### src/rtl/systolic_ctrl.sv
// Operand sequencer for a MAX_DIM x MAX_DIM multiply-accumulate PE array.
// Latches A/B on start, streams skewed rows/columns into the array edges, then flags capture and done.
module systolic_ctrl #(
    parameter int  DATA_WIDTH = 32,
    parameter int  BUS_WIDTH  = 64,
    localparam int MAX_DIM    = BUS_WIDTH / DATA_WIDTH,
    localparam int NW         = $clog2(MAX_DIM + 1),
    localparam int CW         = $clog2(3 * MAX_DIM - 2) + 1,
    localparam int MAT_W      = MAX_DIM * MAX_DIM * DATA_WIDTH,
    localparam int VEC_W      = MAX_DIM * DATA_WIDTH
) (
    input  logic                       clk_i,
    input  logic                       rst_ni,
    input  logic                       start_i,
    input  logic [NW-1:0]              dim_i,
    input  logic                       mode_i,
    input  logic [MAT_W-1:0]           a_mat_i,
    input  logic [MAT_W-1:0]           b_mat_i,
    input  logic [MAX_DIM*MAX_DIM-1:0] carry_i,
    output logic [VEC_W-1:0]           left_o,
    output logic [VEC_W-1:0]           up_o,
    output logic                       pe_start_o,
    output logic                       pe_mode_o,
    output logic                       busy_o,
    output logic                       res_valid_o,
    output logic                       done_o,
    output logic                       overflow_o,
    output logic                       err_o
);
    localparam logic [NW-1:0] MAX_N = NW'(MAX_DIM);

    typedef enum logic [1:0] {IDLE, FEED, CAPTURE, DONE} state_t;

    state_t           state_reg;
    logic [CW-1:0]    step_reg;
    logic [NW-1:0]    n_reg;
    logic [MAT_W-1:0] a_reg;
    logic [MAT_W-1:0] b_reg;

    logic             dim_ok;
    logic [CW-1:0]    last_step;
    logic [MAT_W-1:0] a_src;
    logic [MAT_W-1:0] b_src;
    logic [NW-1:0]    n_src;
    logic [CW-1:0]    t_src;
    logic [VEC_W-1:0] left_next;
    logic [VEC_W-1:0] up_next;

    assign dim_ok    = (dim_i != '0) && (dim_i <= MAX_N);
    assign last_step = CW'(3 * int'(n_reg) - 3);

    // Outputs are registered, so the lanes are computed for the step that becomes visible next:
    // step 0 straight from the inputs on accept, otherwise the following step from the latched operands.
    assign a_src = (state_reg == IDLE) ? a_mat_i : a_reg;
    assign b_src = (state_reg == IDLE) ? b_mat_i : b_reg;
    assign n_src = (state_reg == IDLE) ? dim_i : n_reg;
    assign t_src = (state_reg == IDLE) ? '0 : step_reg + CW'(1);

    genvar gi;
    generate
        for (gi = 0; gi < MAX_DIM; gi++) begin : g_lane
            int   k;
            logic ok;
            assign k  = int'(t_src) - gi;
            assign ok = (gi < int'(n_src)) && (k >= 0) && (k < int'(n_src));
            assign left_next[gi*DATA_WIDTH +: DATA_WIDTH] =
                ok ? a_src[(gi*MAX_DIM + k)*DATA_WIDTH +: DATA_WIDTH] : '0;
            assign up_next[gi*DATA_WIDTH +: DATA_WIDTH] =
                ok ? b_src[(k*MAX_DIM + gi)*DATA_WIDTH +: DATA_WIDTH] : '0;
        end
    endgenerate

    always_ff @(posedge clk_i or negedge rst_ni) begin
        if (!rst_ni) begin
            state_reg   <= IDLE;
            step_reg    <= '0;
            n_reg       <= '0;
            a_reg       <= '0;
            b_reg       <= '0;
            left_o      <= '0;
            up_o        <= '0;
            pe_start_o  <= 1'b0;
            pe_mode_o   <= 1'b0;
            busy_o      <= 1'b0;
            res_valid_o <= 1'b0;
            done_o      <= 1'b0;
            overflow_o  <= 1'b0;
            err_o       <= 1'b0;
        end else begin
            res_valid_o <= 1'b0;
            done_o      <= 1'b0;
            err_o       <= 1'b0;
            if ((state_reg == FEED || state_reg == CAPTURE) && (|carry_i)) begin
                overflow_o <= 1'b1;
            end
            case (state_reg)
                IDLE: begin
                    if (start_i) begin
                        if (dim_ok) begin
                            a_reg      <= a_mat_i;
                            b_reg      <= b_mat_i;
                            n_reg      <= dim_i;
                            pe_mode_o  <= mode_i;
                            overflow_o <= 1'b0;
                            step_reg   <= '0;
                            left_o     <= left_next;
                            up_o       <= up_next;
                            pe_start_o <= 1'b1;
                            busy_o     <= 1'b1;
                            state_reg  <= FEED;
                        end else begin
                            err_o <= 1'b1;
                        end
                    end
                end
                FEED: begin
                    if (step_reg == last_step) begin
                        left_o      <= '0;
                        up_o        <= '0;
                        res_valid_o <= 1'b1;
                        state_reg   <= CAPTURE;
                    end else begin
                        step_reg <= step_reg + CW'(1);
                        left_o   <= left_next;
                        up_o     <= up_next;
                    end
                end
                CAPTURE: begin
                    pe_start_o <= 1'b0;
                    pe_mode_o  <= 1'b0;
                    done_o     <= 1'b1;
                    state_reg  <= DONE;
                end
                DONE: begin
                    busy_o    <= 1'b0;
                    step_reg  <= '0;
                    state_reg <= IDLE;
                end
                default: state_reg <= IDLE;
            endcase
        end
    end
endmodule

### config.mk
export PLATFORM = sky130hd
export DESIGN_NAME = systolic_ctrl
export DESIGN_NICKNAME = d
export VERILOG_FILES = /design/src/rtl/systolic_ctrl.sv
export SDC_FILE = /design/constraint.sdc
export NUM_CORES = 1
export LEC_CHECK = 0
export CAP_MARGIN = 20
export CORE_ASPECT_RATIO = 1.75
export CORE_UTILIZATION = 49
export CTS_BUF_LIST = sky130_fd_sc_hd__clkbuf_8
export CTS_CLUSTER_SIZE = 14
export DETAILED_ROUTE_END_ITERATION = 10
export GPL_ROUTABILITY_DRIVEN = 0
export PLACE_DENSITY_LB_ADDON = 0.12
export SLEW_MARGIN = 20
export SYNTH_ARGS = -nofsm -noshare
export SYNTH_HDL_FRONTEND = slang
export SYNTH_SLANG_ARGS = --single-unit
### constraint.sdc
create_clock -name clk_i -period 3.9 [get_ports clk_i]
set_clock_uncertainty 0.2 [all_clocks]
set_input_delay 0.78 -clock clk_i [delete_from_list [all_inputs] [get_ports clk_i]]
set_output_delay 0.78 -clock clk_i [all_outputs]
set_load 0.02 [all_outputs]
==> impl_metrics.toml <==
[cts]
clk_latency_ns = 0.63
cts_setup_buffers = 0
htree_levels = 2
cts-root-buf = "clkbuf_8"
post_cts_resized = 0
clockBufferDepth = 3
cts_inserted_buffers = 60
path_clk_slew_ns = 0.07
cts_sinks = 398
cts_tree = "yes"
holdBufCountCts = 0

[placement]
dpl-instance-area_um2 = 24500
place_hpwl_um = 36200
portBuffers = 400
placed_cells_incl_taps = 2420

[global_routing]
grt_pass1_vias = 16000
antenna_found_initial = 20
grt_pass1_wl_um = 86900
grt_max_degree = 155
grt-ovfl-total = 0
grtUsageTotal_pct = 27.1

[die]
die_w_um = 154
start_util_pct = 49.6
core_region_area_um2 = 40100
fp-row-count = 97
dieArea_um2 = 41400
die_y_um = 268
boundaryPins = 401

[drt]
routed_wl_um = 54600
wire_per_inst_um = 21.4
route.detailed.drc = 0
drt-initial-drc-count = 719
ant_nets = 0
via_count = 14800
first_pass_iters = 5
detail_route.vias_per_cell = 5.81

[synthesis]
netlist_area_um2 = 19900
synth_top_family_by_area = "multiplexers"
seq_area_frac_synth_pct = 50.1
ys_seq_elements = 398
async_reset_ff_share_pct = 100
synth_fa_ha_area_share_pct = 0.693
synth_xor_area_share_pct = 0.176
yosysWarningCount = 0
synth_ff_type = "dfrtp_1"
synth-compound-area-share_pct = 4.74
synth_area_per_cell_um2 = 12.3
synth-simple-area-share_pct = 10.5
synthMuxAreaShare_pct = 31.0
yosysUniqueCellTypes = 38
syn_inst = 1613
synth_edf_count = 0
syn-num-nets = 1890

[setup_path]
worstPathMaxFanout = 32
crit_type = "register to register"
worstSetupStartpointType = "register"
cp.required_ns = 4.23
rr_worst_depth = 9
crit_path_end_kind = "register"
worstPathArrival_ns = 3.92

[final_layout]
syn2layout_area_growth_pct = 29.8
final_net_count = 2264
design_area_um2 = 25800
finalNonFillerCells = 2546
num-fill-cells = 3164
layout-drive-gt1-share_pct = 25.6

[sta]
setup-violations-final = 0
max-slew-margin-rel_pct = 29.8
worstMarginPinSlew_ns = 1.05
holdWs_ns = -0.0171
min_period_over_period_pct = 92.1
finalHoldViolations = 4
finalCriticalPeriod_ns = 3.59
fin_tns_setup_ns = 0
rsz0062_at_grt = "no"
fmax_mhz = 278
slew_violations = 0

[power]
ir_drop_uv = 1060
p_leak_nw = 10.7
p_per_area_nw_per_um2 = 825

[run]
drv_cap = 0

[run_status]
status = "finished, violations left"
failed_checks = "negative hold slack"

[worst_hold_path]
hold_path_class = "input port to async pin"
==> layer usage <==
metal,global-route usage (%),vias up,routed length [µm]
met5,0,-,65
met2,48.0,480,29100
met4,14.7,10,2330
met3,6.08,128,3460
li1,-,6631,-
met1,30.3,7553,19700
==> cells in the final DEF (no fill, tap or decap), drive strengths merged, types with 14 or more instances in the layout <==
cell / count
buf: 40
nor2: 14
clkdlybuf4s50: 399
nand2: 328
mux2: 258
mux4: 129
mux2i: 35
dfrtp: 398
inv: 34
a22o: 34
nand4: 31
clkbuf: 81
nand3: 95
diode: 15
o21ai: 107
==> metrics by stage <==
stage          worst slack [ns]  hold slack [ns]  power (W)  util (%)
5_1_grt                  0.0815           0.0341     0.0227      64.4
6_report                  0.309          -0.0171     0.0213      64.4
2_1_floorplan            0.0313            0.275     0.0146         -
3_3_place_gp              0.392            0.262     0.0176      61.2
3_5_place_dp              0.295            0.269     0.0180      61.2
4_1_cts                   0.274          0.00434     0.0215      64.3
==> cell families after synthesis <==
family	Yosys count
compound gates	157
xor+xnor	4
fa+ha+maj	11
buf+inv	134
flops	398
mux	422
simple gates	487
==> power by group <==
part	switching [W]	internal (W)	total, W
logic	0.00541	0.00549	0.0109
registers	0.00104	0.00585	0.00689
clock network	0.00164	0.00184	0.00348
total	0.00809	0.0132	0.0213
==> path summary, 6_finish.rpt <==
kind / startpoint / to / slack (ns)
min in group clk_i: left_o[18] / left_o[18] / 0.28
max in group asynchronous: rst_ni / a_reg[120] / 2.63
min reg2reg: left_o[18] / left_o[18] / 0.28
max: step_reg[0] / left_o[48] / 0.31
max reg2reg: step_reg[0] / left_o[48] / 0.31
min: rst_ni / b_reg[45] / -0.02
==> critical path, cell delays in order (launching register included) <==
cell and delay, ns:
dfrtp_1 0.49, ha_1 0.47, nor2b_4 0.19, inv_1 0.06, ha_1 0.18, xor2_1 0.25, ha_1 0.28, or3_1 0.35
or4_4 0.75, o21ai_0 0.26
==> cells in the mapped netlist (3+ instances only) <==
cell type  count  area share (%)
ha_1          11            0.69
clkbuf_1      80             1.5
mux4_2       129              15
o21ai_0       75             1.9
inv_1          5           0.094
mux2_2       258              15
nand4_1       31            0.98
nor2_1        14            0.26
a31oi_1        3           0.094
o21ai_1       32            0.81
a22o_1        34             1.5
a21oi_1        4            0.10
dfrtp_1      398              50
nand3_1       95             2.4
nor2b_1        5            0.16
buf_2         30            0.76
nand2_1      328             6.2
buf_1         17            0.32
mux2i_1       35             1.8
==> cell type report <==
cell class | count | area [µm²] | share of cell area (%)
Clock inverter | 30 | 120 | 0.466
Tap cell | 495 | 619 | 2.40
Multi-Input combinational cell | 1081 | 9430 | 36.6
Inverter | 7 | 27.5 | 0.107
Sequential cell | 398 | 9960 | 38.6
Clock buffer | 81 | 1110 | 4.32
Timing Repair Buffer | 439 | 4490 | 17.4
Antenna cell | 15 | 37.5 | 0.145
(Power assumes the default switching activity.)
